==> src/rtl/naive_bus_rr_arbiter_if.sv <==
`default_nettype none
// ============================================================================
// Module      : naive_bus_rr_arbiter_if
// Description : Naive-bus bundle between NM masters, the arbiter and one slave.
// Revision    : 1.0 - initial release
// ============================================================================
interface naive_bus_rr_arbiter_if #(
    parameter int NM = 3,
    parameter int AW = 32,
    parameter int DW = 32
);
    // Master side, packed per master (master i at slice i)
    logic [NM-1:0]          m_rd_req;
    logic [NM-1:0]          m_wr_req;
    logic [NM*AW-1:0]       m_addr;
    logic [NM*DW-1:0]       m_wr_data;
    logic [NM*(DW/8)-1:0]   m_wr_be;
    logic [NM-1:0]          m_rd_gnt;
    logic [NM-1:0]          m_wr_gnt;
    logic [DW-1:0]          m_rd_data;
    logic [NM-1:0]          m_rd_vld;

    // Slave side
    logic                   s_rd_req;
    logic                   s_wr_req;
    logic [AW-1:0]          s_addr;
    logic [DW-1:0]          s_wr_data;
    logic [DW/8-1:0]        s_wr_be;
    logic                   s_rd_gnt;
    logic                   s_wr_gnt;
    logic [DW-1:0]          s_rd_data;

    modport master (
        output m_rd_req, m_wr_req, m_addr, m_wr_data, m_wr_be,
        input  m_rd_gnt, m_wr_gnt, m_rd_data, m_rd_vld
    );

    modport slave (
        input  s_rd_req, s_wr_req, s_addr, s_wr_data, s_wr_be,
        output s_rd_gnt, s_wr_gnt, s_rd_data
    );

    modport arb (
        input  m_rd_req, m_wr_req, m_addr, m_wr_data, m_wr_be,
        output m_rd_gnt, m_wr_gnt, m_rd_data, m_rd_vld,
        output s_rd_req, s_wr_req, s_addr, s_wr_data, s_wr_be,
        input  s_rd_gnt, s_wr_gnt, s_rd_data
    );
endinterface
`default_nettype wire

==> src/rtl/naive_bus_rr_arbiter.sv <==
`default_nettype none
// ============================================================================
// Module      : naive_bus_rr_arbiter
// Description : Round-robin arbiter sharing one naive-bus slave among NM
//               masters, with debugger hold and starvation detection.
// Revision    : 1.0 - initial release
// ============================================================================
module naive_bus_rr_arbiter #(
    parameter int NM = 3,
    parameter int AW = 32,
    parameter int DW = 32
) (
    input  logic                    clk,
    input  logic                    rst,
    input  logic                    dbg_hold,
    output logic                    starve_flag,
    naive_bus_rr_arbiter_if.arb     bus
);

    localparam int              c_ptr_w        = $clog2(NM);
    localparam int              c_bw           = DW / 8;
    localparam logic [7:0]      c_starve_limit = 8'd255;
    localparam logic [NM-1:0]   c_one          = NM'(1);

    logic [c_ptr_w-1:0] r_ptr;
    logic [c_ptr_w-1:0] r_rd_owner;
    logic               r_rd_pend;
    logic               r_starve;

    logic [NM-1:0]      w_elig;
    logic [NM-1:0]      w_starved;
    logic [NM-1:0]      w_owner_oh;
    logic [c_ptr_w-1:0] w_owner;
    logic [c_ptr_w-1:0] w_ptr_next;
    logic               w_any;
    logic               w_grant;
    logic               w_rd_grant;

    // Eligibility and per-master wait counters
    for (genvar i = 0; i < NM; i++) begin : g_master
        logic [7:0] r_wait;

        assign w_elig[i] = (bus.m_rd_req[i] | bus.m_wr_req[i]) & (~dbg_hold | (i == 0));

        always_ff @(posedge clk) begin
            if (rst) begin
                r_wait <= '0;
            end else if (!w_elig[i] || (w_grant && w_owner_oh[i])) begin
                r_wait <= '0;
            end else if (r_wait != c_starve_limit) begin
                r_wait <= r_wait + 8'd1;
            end
        end

        assign w_starved[i] = (r_wait == c_starve_limit);
    end

    // First eligible master at or after r_ptr; walking k downward lets the
    // nearest candidate overwrite the farther ones.
    always_comb begin
        int idx;
        w_owner = '0;
        w_any   = 1'b0;
        idx     = 0;
        for (int k = NM - 1; k >= 0; k--) begin
            idx = (int'(r_ptr) + k) % NM;
            if (w_elig[idx]) begin
                w_owner = c_ptr_w'(idx);
                w_any   = 1'b1;
            end
        end
    end

    assign w_owner_oh = w_any ? (c_one << w_owner) : '0;
    assign w_rd_grant = w_any & bus.s_rd_gnt;
    assign w_grant    = w_any & (bus.s_rd_gnt | bus.s_wr_gnt);
    assign w_ptr_next = (int'(w_owner) == NM - 1) ? '0 : w_owner + 1'b1;

    // Owner's request passes straight through; idle bus drives zeros
    always_comb begin
        bus.s_rd_req  = 1'b0;
        bus.s_wr_req  = 1'b0;
        bus.s_addr    = '0;
        bus.s_wr_data = '0;
        bus.s_wr_be   = '0;
        if (w_any) begin
            bus.s_rd_req  = bus.m_rd_req[w_owner];
            bus.s_wr_req  = bus.m_wr_req[w_owner];
            bus.s_addr    = bus.m_addr[w_owner*AW +: AW];
            bus.s_wr_data = bus.m_wr_data[w_owner*DW +: DW];
            bus.s_wr_be   = bus.m_wr_be[w_owner*c_bw +: c_bw];
        end
    end

    assign bus.m_rd_gnt  = {NM{bus.s_rd_gnt}} & w_owner_oh;
    assign bus.m_wr_gnt  = {NM{bus.s_wr_gnt}} & w_owner_oh;
    assign bus.m_rd_data = bus.s_rd_data;
    // Reset also masks the flag of a read whose data was due this cycle
    assign bus.m_rd_vld  = (r_rd_pend && !rst) ? (c_one << r_rd_owner) : '0;

    always_ff @(posedge clk) begin
        if (rst) begin
            r_ptr      <= '0;
            r_rd_pend  <= 1'b0;
            r_rd_owner <= '0;
            r_starve   <= 1'b0;
        end else begin
            if (w_grant) begin
                r_ptr <= w_ptr_next;
            end
            r_rd_pend <= w_rd_grant;
            if (w_rd_grant) begin
                r_rd_owner <= w_owner;
            end
            if (|w_starved) begin
                r_starve <= 1'b1;
            end
        end
    end

    assign starve_flag = r_starve;

endmodule
`default_nettype wire

==> src/flat_wrapper.sv <==
// flat-port wrapper written by rule: the top's interface ports become plain ports
module naive_bus_rr_arbiter_flat 
#(
    parameter int NM = 3,
    parameter int AW = 32,
    parameter int DW = 32
)
  (clk, rst, dbg_hold, starve_flag, bus_m_rd_req, bus_m_wr_req, bus_m_addr, bus_m_wr_data, bus_m_wr_be, bus_m_rd_gnt, bus_m_wr_gnt, bus_m_rd_data, bus_m_rd_vld, bus_s_rd_req, bus_s_wr_req, bus_s_addr, bus_s_wr_data, bus_s_wr_be, bus_s_rd_gnt, bus_s_wr_gnt, bus_s_rd_data);
  naive_bus_rr_arbiter_if #(.NM(NM), .AW(AW), .DW(DW)) bus_i ();
  input  logic clk;
  input  logic rst;
  input  logic dbg_hold;
  output logic starve_flag;
  input wire logic [$bits(bus_i.m_rd_req)-1:0] bus_m_rd_req;
  input wire logic [$bits(bus_i.m_wr_req)-1:0] bus_m_wr_req;
  input wire logic [$bits(bus_i.m_addr)-1:0] bus_m_addr;
  input wire logic [$bits(bus_i.m_wr_data)-1:0] bus_m_wr_data;
  input wire logic [$bits(bus_i.m_wr_be)-1:0] bus_m_wr_be;
  output wire logic [$bits(bus_i.m_rd_gnt)-1:0] bus_m_rd_gnt;
  output wire logic [$bits(bus_i.m_wr_gnt)-1:0] bus_m_wr_gnt;
  output wire logic [$bits(bus_i.m_rd_data)-1:0] bus_m_rd_data;
  output wire logic [$bits(bus_i.m_rd_vld)-1:0] bus_m_rd_vld;
  output wire logic [$bits(bus_i.s_rd_req)-1:0] bus_s_rd_req;
  output wire logic [$bits(bus_i.s_wr_req)-1:0] bus_s_wr_req;
  output wire logic [$bits(bus_i.s_addr)-1:0] bus_s_addr;
  output wire logic [$bits(bus_i.s_wr_data)-1:0] bus_s_wr_data;
  output wire logic [$bits(bus_i.s_wr_be)-1:0] bus_s_wr_be;
  input wire logic [$bits(bus_i.s_rd_gnt)-1:0] bus_s_rd_gnt;
  input wire logic [$bits(bus_i.s_wr_gnt)-1:0] bus_s_wr_gnt;
  input wire logic [$bits(bus_i.s_rd_data)-1:0] bus_s_rd_data;
  assign bus_i.m_rd_req = bus_m_rd_req;
  assign bus_i.m_wr_req = bus_m_wr_req;
  assign bus_i.m_addr = bus_m_addr;
  assign bus_i.m_wr_data = bus_m_wr_data;
  assign bus_i.m_wr_be = bus_m_wr_be;
  assign bus_m_rd_gnt = bus_i.m_rd_gnt;
  assign bus_m_wr_gnt = bus_i.m_wr_gnt;
  assign bus_m_rd_data = bus_i.m_rd_data;
  assign bus_m_rd_vld = bus_i.m_rd_vld;
  assign bus_s_rd_req = bus_i.s_rd_req;
  assign bus_s_wr_req = bus_i.s_wr_req;
  assign bus_s_addr = bus_i.s_addr;
  assign bus_s_wr_data = bus_i.s_wr_data;
  assign bus_s_wr_be = bus_i.s_wr_be;
  assign bus_i.s_rd_gnt = bus_s_rd_gnt;
  assign bus_i.s_wr_gnt = bus_s_wr_gnt;
  assign bus_i.s_rd_data = bus_s_rd_data;
  naive_bus_rr_arbiter #(.NM(NM), .AW(AW), .DW(DW)) u_core (.clk(clk), .rst(rst), .dbg_hold(dbg_hold), .starve_flag(starve_flag), .bus(bus_i));
endmodule
==> config.mk <==
export PLATFORM = sky130hd
export DESIGN_NAME = naive_bus_rr_arbiter_flat
export DESIGN_NICKNAME = d
export VERILOG_FILES = /design/src/rtl/naive_bus_rr_arbiter_if.sv /design/src/rtl/naive_bus_rr_arbiter.sv /design/src/flat_wrapper.sv
export SDC_FILE = /design/constraint.sdc
export NUM_CORES = 1
export LEC_CHECK = 0
export ABC_AREA = 1
export CAP_MARGIN = 20
export CORE_AREA = 2 2 138 140
export CTS_BUF_LIST = sky130_fd_sc_hd__clkbuf_4
export CTS_CLUSTER_DIAMETER = 80
export DETAILED_ROUTE_END_ITERATION = 7
export DIE_AREA = 0 0 140 142
export PLACE_DENSITY = 0.69
export SETUP_SLACK_MARGIN = 0.3
export SYNTH_ARGS = -nofsm -noshare
export SYNTH_HDL_FRONTEND = slang
export SYNTH_SLANG_ARGS = --single-unit
==> constraint.sdc <==
create_clock -name clk -period 2.3 [get_ports clk]
set_clock_uncertainty 0.15 [all_clocks]
set_input_delay 0.345 -clock clk [delete_from_list [all_inputs] [get_ports clk]]
set_output_delay 0.345 -clock clk [all_outputs]
set_load 0.02 [all_outputs]
# Word-level counts from Yosys, hierarchy flattened
# Index checks and enable logic that the tools add are counted.
[classes]
addsub = 6
div_mod_pow = 3
order_cmp = 4
n_eq_ne = 7
n_shift = 5
muxes = 27
bitwise_logic = 11
reduce_logical = 15
[op_table]
columns = ["operator", "count"]
rows = [
  ["variable part select 96 x 8 -> 32 bit", 2],
  ["< comparator 32 x 4 -> 1 bit, second input constant", 3],
  ["remainder unit 32 x 3 -> 32 bit, second input constant", 2],
  ["two-way mux 32 bit", 2],
  ["remainder unit 3 x 3 -> 32 bit, second input constant", 1],
  ["adder 8 x 1 -> 8 bit, second input constant", 3],
  ["== test 8 bit, second input constant", 3],
  ["inequality test 8 bit, second input constant", 3],
  ["two-way mux 1 bit", 13],
  ["variable part select 12 x 5 -> 4 bit", 1],
  ["binary-select mux 1 bit (select 2 bit)", 5],
  ["two-way mux 2 bit", 4],
  ["AND 3 bit", 2],
  ["two-way mux 3 bit", 2],
  ["OR reduction 2 bit", 3],
  ["left shift 1 x 2 -> 3 bit, first input constant", 2],
  ["AND 1 bit", 4],
  ["logical AND 1 bit", 4],
  ["zero test 1 bit", 4],
  ["two-way mux 4 bit", 1],
  ["OR 1 bit", 4],
  ["adder 2 x 1 -> 3 bit, second input constant", 1],
  ["adder 2 x 2 -> 3 bit, second input constant", 1],
  ["logical OR 1 bit", 3],
  ["other kinds (5)", 5],
]
[word_totals]
register_bits = 30
input_bits = 247
output_inout_bits = 112
wordCells = 85

# Depth between registers and ports, before layout
# Gate-level depths: netlist of run 1.
[logic_depth]
ltp_word = 13
depth_mapped = 14
depth_no_buf = 12

# Least setup slack after synthesis of run 1
# No wires, ideal clock.
[synth_timing]
path_kind = "flip-flop to output port"
start = "register u_core.r_ptr[0]"
end = "output port bus_s_addr[10]"
arrival_ns = 1.920
t_required_ns = 1.805
setup_slack_ns = -0.115
stages_incl_launch_ff = 15
path_buffers = 2
cell_sequence = "dfxtp_1 > inv_1 > ha_1 > inv_2 > a21oi_1 > nand2_1 > nand3_1 > nand2_1 > nand2_2 > nand2_2 > buf_6 > buf_6 > nand2_1 > nand2_1 > o21ai_1"
[synth_between]
elab_chain_len = 10
word_cells_on_any_way = 22
classes_between = "add/sub (2); div (3); shift (1); mux (16)"
[synth_rtl]
columns = ["item", "line_no", "source"]
rows = [
  ["from (decl)", "naive_bus_rr_arbiter.sv:25", "logic [c_ptr_w-1:0] r_ptr;"],
  ["from (signal assigned)", "naive_bus_rr_arbiter.sv:109", "r_ptr <= w_ptr_next;"],
  ["adder 2 x 2 -> 3 bit", "naive_bus_rr_arbiter.sv:66", "idx = (int'(r_ptr) + k) % NM;"],
  ["remainder unit 32 x 3 -> 32 bit", "naive_bus_rr_arbiter.sv:66", ""],
  ["binary-select mux 1 bit (select 2 bit)", "naive_bus_rr_arbiter.sv:67", "if (w_elig[idx]) begin"],
  ["two-way mux 1 bit (implied by the code) (2 in series)", "naive_bus_rr_arbiter.sv:67", ""],
  ["two-way mux 2 bit (3 in series)", "naive_bus_rr_arbiter.sv:67", ""],
  ["variable part select 96 x 8 -> 32 bit", "naive_bus_rr_arbiter.sv:89", "bus.s_addr = bus.m_addr[w_owner*AW +: AW];"],
  ["two-way mux 32 bit *", "naive_bus_rr_arbiter.sv:86", "if (w_any) begin"],
  ["to (decl)", "flat_wrapper.sv:25", "output wire logic [$bits(bus_i.s_addr)-1:0] bus_s_addr;"],
]
# Every way passes the cells marked *; elsewhere a longest branch is shown, timed or not. The select of a mux whose other input is x is not followed.

# Worst setup path in the final report of run 1
[layout_timing]
start = "register u_core.r_ptr[0]"
end = "output port bus_s_addr[15]"
# Same word-level chain as after synthesis.

==> impl_metrics.toml, run 1 <==
[setup_path]
critPathArrivalTime_ns = 2.32
worstPathCellList = "inv_2, ha_4, inv_2, a21oi_2, nand2_2, nand2_1, nand2_1, nand2_2, nand2_2, inv_4, buf_12, buf_12, buf_16, nand2_2, o21ai_4, buf_6"
regToRegSetupSlack_ns = 0.06
critical-path-slowest-cell = "dfxtp_2"
slowest_delay_ns = 0.36
required_ns = 1.80
cp_num_buf_inv = 7
cp_top_family = "buffers and inverters"
end_kind = "output pin"
worst_path_most_repeated_cell = "nand2_2"
critical_path.max_fanout = 5
cp-start-kind = "flop"
crit_type = "reg -> out"

[timing]
tightest_slew_ns = 0.378
fmax_ghz = 0.355
min_period_ns = 2.82
fin_setup_tns_ns = -34.71
setup_viol = 76
period_share_pct = 123
layout_setup_ws_ns = -0.518
slew_violations = 0
rsz0062_at_grt = "true"
relSlewSlack_pct = 74.8
hold_viol = 0

[global_routing]
grt_max_degree = 32
grt_pass1_wl_um = 29400
grt-ovfl-total = 0
track_usage_pct = 18.7
grt_pass1_vias = 5649
antenna_found_initial = 1

[clock_tree]
cts_tree = "yes"
cts_htree_levels = 2
clockBufferDepth = 2
clk_pin_slew_ns = 0.11
clock-sinks = 30
clk_latency_ns = 0.33
numCtsBuffers = 5
root_buffer = "clkbuf_4"

[power_and_ir_drop]
p_per_area_mw_per_mm2 = 725
peakVddDrop_mv = 0.459
p_leak_nw = 4.17

[route]
ant_nets = 0
drcViolationCount = 22
drt_first_iter_violations = 204
via_per_inst = 4.49
vias = 5701
wire_per_inst_um = 16.1
drt_first_pass_iters = 8
drt_wl_total_um = 20500

[logic_synthesis]
syn_inst = 719
ys_async_sr_fraction_pct = 0
synth_most_common_cell = "nand2_1"
yosysWarnings = 0
synth_fp_nets = 971
synth_cell_type_count = 24
ys_seq_area_share_pct = 16.1
syn_area_per_cell_um2 = 5.19
synth_edf_count = 0
synthTopCellsByCount = "nand2_1, nor2_1, inv_1"
synth_top_cells_by_area = "nand2_1, dfxtp_1, nor2_1"
synth-seq-cells = 30
synthFlopType = "dfxtp_1"
synth_top_area_share_pct = 22.1
synthesis.area_mm2 = 0.00373
yosysTopAreaCell = "nand2_1"

[finish]
fin_cells = 1270
finalInstanceArea_mm2 = 0.00931
syn2layout_area_growth_pct = 150
drive_gt1_share_pct = 41.5
nets = 1286
n_fill_cell = 1749

[placed_design]
post-dp-hpwl_um = 14300
io_buffers = 294
place_congestion = 0.840
dp_cells = 1229
dpl_cell_area_mm2 = 0.00781

[die]
start_util_pct = 20.2
dieHeight_um = 142
core_mm2 = 0.0185
io_pins = 359
die_area_mm2 = 0.0199
die_w_um = 140
row_count = 50

[run_status]
status = "finished, violations left"
violations = "DRC, setup timing"

[min_path]
hold_path.class = "reg -> reg"

[run]
cap_violations = 0
per-layer routing:
metal	vias to the layer above	global-route usage (%)	part of all wire (%)
li1	2801	-	-
met1	2615	22.0	41
met2	259	34.8	50
met3	26	4.58	7.6
met4	0	3.67	1.5
met5	-	0	0
worst paths after layout:
kind | depth (start not counted) | start | endpoint
setup / recovery | 16 | u_core.r_ptr[0] | bus_s_addr[15]
setup reg to reg | 15 | u_core.r_ptr[0] | u_core.g_master[0].r_wait[3]
hold reg to reg | 2 | u_core.g_master[2].r_wait[0] | u_core.g_master[2].r_wait[0]
hold / removal | 2 | u_core.g_master[2].r_wait[0] | u_core.g_master[2].r_wait[0]
cells by family (layout without fill, tap and decap cells):
kind of cell / after synthesis / count (layout) / synth area share [%]
AO/OA/AOI/OAI: 97 / 97 / 13.6
XOR/XNOR: 12 / 12 / 2.82
adder cells (fa/ha/maj): 5 / 5 / 1.68
buffers and inverters: 168 / 484 / 22.2
flip-flops: 30 / 30 / 16.1
other: 0 / 1 / 0
AND/OR/NAND/NOR: 407 / 407 / 43.6
stage by stage:
stage	setup slack, ns	util, %	hold slack (ns)	power [mW]
floorplan	0.0739	-	0.308	3.30
global placement	-1.06	42.3	0.320	5.04
detailed placement	-1.08	42.3	0.332	5.06
CTS	-0.530	47.3	0.346	6.28
global route	-0.670	50.5	0.362	7.10
finish	-0.518	50.5	0.345	6.76
registers in the layout (all words and copies together), names as in the netlist:
name	flops
u_core.g_master.r_wait	24
u_core.starve_flag	1
u_core.r_ptr	2
u_core.r_rd_pend	1
u_core.r_rd_owner	2
power breakdown:
| group | internal [mW] | leakage [nW] | switching (mW) |
|---|---|---|---|
| clock network | 0.114 | 0.0286 | 0.186 |
| registers | 0.540 | 0.244 | 0.0166 |
| logic | 2.96 | 3.90 | 2.94 |
| total | 3.61 | 4.17 | 3.15 |
cell usage in the layout (no fill, tap or decap), types with 5 or more instances in the layout:
cell	netlist	layout
inv_1	99	96
xor2_1	7	7
o21ai_2	4	5
o21ai_4	0	70
nand2_2	4	95
nor2_2	0	52
nand4_1	7	7
clkbuf_4	0	5
xnor2_1	5	5
buf_12	0	15
nand2_4	0	8
nand3_1	45	41
nand2_1	220	119
buf_4	38	44
nor2_4	0	16
clkdlybuf4s50_1	0	214
o21ai_0	8	6
buf_6	6	75
buf_16	0	13
dfxtp_1	30	28
clkbuf_16	0	7
nor2_1	126	58
a21oi_1	12	10
worst register-to-register path: cells and delay by family (launching register included):
| family | cells | cell delay, ns |
|---|---|---|
| adders and majority gates | 1 | 0.27 |
| AOI/OAI and AO/OA | 2 | 0.25 |
| and+or+nand+nor | 6 | 0.47 |
| DFF | 1 | 0.36 |
| buffers and inverters | 6 | 0.63 |
area by class of cell:
class                      count  area [µm²]  area share [%]
multi-input combinational    521        3730            40.1
tap                          234         293            3.14
clock inverter                 3        16.3           0.175
clock buffer                   5        37.5           0.403
inverter                     103         417            4.47
antenna                        1        2.50          0.0269
timing repair buffer         373        4210            45.2
sequential                    30         603            6.48
repair_timing:
item / CTS / global route
pin swaps: 11 / 5
gates resized for setup: 553 / 129
hold buffers: 0 / 0
setup endpoints to repair: 106 / 107
cloned: 11 / 8
buffers inserted: 12 / 1
No activity file was read; power rests on OpenSTA's default activity.
==> run 2, diff against run 1 <==
--- a/config.mk
+++ b/config.mk
@@ -12,7 +12,7 @@
 export CTS_CLUSTER_DIAMETER = 80
 export DETAILED_ROUTE_END_ITERATION = 7
 export DIE_AREA = 0 0 140 142
-export PLACE_DENSITY = 0.69
+export PLACE_DENSITY_LB_ADDON = 0.2
 export SETUP_SLACK_MARGIN = 0.3
 export SYNTH_ARGS = -nofsm -noshare
 export SYNTH_HDL_FRONTEND = slang
==> run 2 against run 1 <==
  * The flow still finishes with violations (DRC, setup timing)
  * Global-route usage increased by 0.43 points
  * Wire length increased by 0.80%
  * Clock-buffer cell count increased by 1
  * Utilization decreased by 1.7 points
  * Final cell count decreased by 1.0%
  * Via count decreased by 4.1%
  * Largest power group unchanged
  * Non-clock buffer count decreased by 12
  * Highest routed layer is now met5
  * Worst hold slack got worse by 0.0012 ns
  * Critical path type is now in -> out
  * Critical path depth decreased by 2
  * Total power decreased by 3.9%
==> impl_metrics.toml, run 2 (same netlist as run 1, synthesis figures left out) <==
[finish]
drive_gt1_share_pct = 37.6
num_antenna_cells = 0
largest_reg_flops = 24
finalInstanceArea_mm2 = 0.00899
final_common_cell = "clkdlybuf4s50_1"
final_cell_mix = "clkdlybuf4s50_1, nand2_1, inv_1, buf_6, o21ai_4"
nets = 1274
fin_cells = 1257
top_regs = "u_core.g_master.r_wait x24, u_core.r_ptr x2, u_core.r_rd_owner x2"
fin_util_pct = 48.7
n_fill_cell = 1861
syn2layout_area_growth_pct = 141
top_register = "u_core.g_master.r_wait"

[global_routing]
grt_max_degree = 32
grt-ovfl-total = 0
antenna_found_initial = 1
grt_pass1_vias = 5375
grt_pass1_wl_um = 29500
track_usage_pct = 19.2

[placed_design]
post-dp-hpwl_um = 15700
pre_cts_ws_ns = -1.10
place_congestion = 0.851
io_buffers = 294
dp_cells = 1229
dpl_cell_area_mm2 = 0.00781

[power_and_ir_drop]
switching_share_pct = 47.1
peakVddDrop_mv = 0.326
p_leak_nw = 4.12
p_per_area_mw_per_mm2 = 722
netSwitchingPower_mw = 3.06
p_clk_share_pct = 4.8
p_total_mw = 6.49
cell_internal_pwr_mw = 3.43
pwr-share-comb_pct = 86.6
seqPwrFrac_pct = 8.6

[run_status]
status = "finished, violations left"
violations = "DRC, setup timing"

[die]
core_mm2 = 0.0185
die_area_mm2 = 0.0199
io_pins = 359
start_util_pct = 20.2
die_w_um = 140
dieHeight_um = 142
row_count = 50

[clock_tree]
root_buffer = "clkbuf_4"
clockBufferDepth = 2
clock-sinks = 30
cts_htree_levels = 2
clk_latency_ns = 0.33
numCtsBuffers = 5
cts_tree = "yes"
ctsHoldBuffers = 0
clk_pin_slew_ns = 0.09

[timing]
slew_violations = 0
setup_viol = 76
layout_setup_ws_ns = -0.469
hold_ws_ns = 0.344
fin_setup_tns_ns = -32.24
relSlewSlack_pct = 82.7
min_period_ns = 2.77
period_share_pct = 120
rsz0062_at_grt = "true"
hold_viol = 0
fmax_ghz = 0.361
tightest_slew_ns = 0.260

[setup_path]
end_kind = "output pin"
critPathArrivalTime_ns = 2.27
rr_startpoint = "u_core.r_ptr[0]"
regToRegSetupSlack_ns = 0.12
critical_path.max_fanout = 12
worst-r2r-cell-count = 15
required_ns = 1.80
r2r_end = "u_core.g_master[0].r_wait[2]"
crit_type = "in -> out"
cp-start-kind = "input pin"

[route]
drt_first_iter_violations = 250
drt_first_pass_iters = 8
drt_wl_total_um = 20700
wire_per_inst_um = 16.4
via_per_inst = 4.35
vias = 5466
drcViolationCount = 22
ant_nets = 0

[min_path]
min_to = "u_core.g_master[2].r_wait[0]"
hp-start = "u_core.g_master[2].r_wait[0]"
hold_path.class = "reg -> reg"
worstHoldPathCells = 2

[run]
cap_violations = 0
run 2: cell types whose count changed in the layout (fill, tap and decap cells not counted), sizes merged:
| cell | change |
|---|---|
| buf | -10 |
| clkbuf | -1 |
| clkdlybuf4s50 | -3 |
| clkinvlp | -1 |
| diode | -1 |
| dlygate4sd2 | +3 |
run 2: worst max-delay path by stage:
stage / end / slack, ns / start / cells after the start
after floorplan: bus_s_addr[10] / 0.07 / u_core.r_ptr[0] / 14
after global placement: bus_s_wr_data[20] / -1.09 / bus_m_wr_req[1] / 14
after detailed placement: bus_s_wr_data[20] / -1.10 / bus_m_wr_req[0] / 13
after CTS: bus_s_wr_req / -0.53 / u_core.r_ptr[0] / 15
after global routing: bus_s_addr[26] / -0.60 / u_core.r_ptr[0] / 13
final: bus_s_addr[26] / -0.47 / bus_m_rd_req[2] / 14
run 2: cell type report:
| type | count | area, µm² | area share, % |
|---|---|---|---|
| clock buffer | 6 | 45.0 | 0.501 |
| clock inverter | 2 | 8.76 | 0.0974 |
| inverter | 103 | 414 | 4.61 |
| multi-input combinational | 521 | 3750 | 41.7 |
| sequential | 30 | 603 | 6.71 |
| tap | 234 | 293 | 3.26 |
| timing repair buffer | 361 | 3880 | 43.2 |
run 2: power by group through the flow:
stage          logic [mW]  registers (mW)  clock network, mW
2_1_floorplan        2.73           0.567                  0
3_3_place_gp         4.52           0.568                  0
3_5_place_dp         4.51           0.568                  0
4_1_cts              5.15           0.556              0.331
5_1_grt              5.95           0.559              0.350
6_report             5.62           0.556              0.314
run 2: layer usage:
layer  track usage, %  routed length, µm
met4             5.16                472
met5                0                 16
met2             35.7              10600
met1             22.3               8140
met3             4.07               1430
run 2: critical path: stages:
cell and delay (ns):
clkdlybuf4s50_1 0.48, inv_1 0.04, nand2_1 0.13, nand2_2 0.09, inv_1 0.06, nand3_1 0.09, and2_4 0.18, nand2_4 0.10
nand2_8 0.12, inv_8 0.12, buf_16 0.16, nor2_1 0.08, o21ai_4 0.15, buf_6 0.13
run 2: timing repair:
item,in CTS,in global routing
setup endpoints to repair,107,107
setup buffers,6,4
pin swaps,6,14
gates resized for setup,521,130
gates cloned,4,6
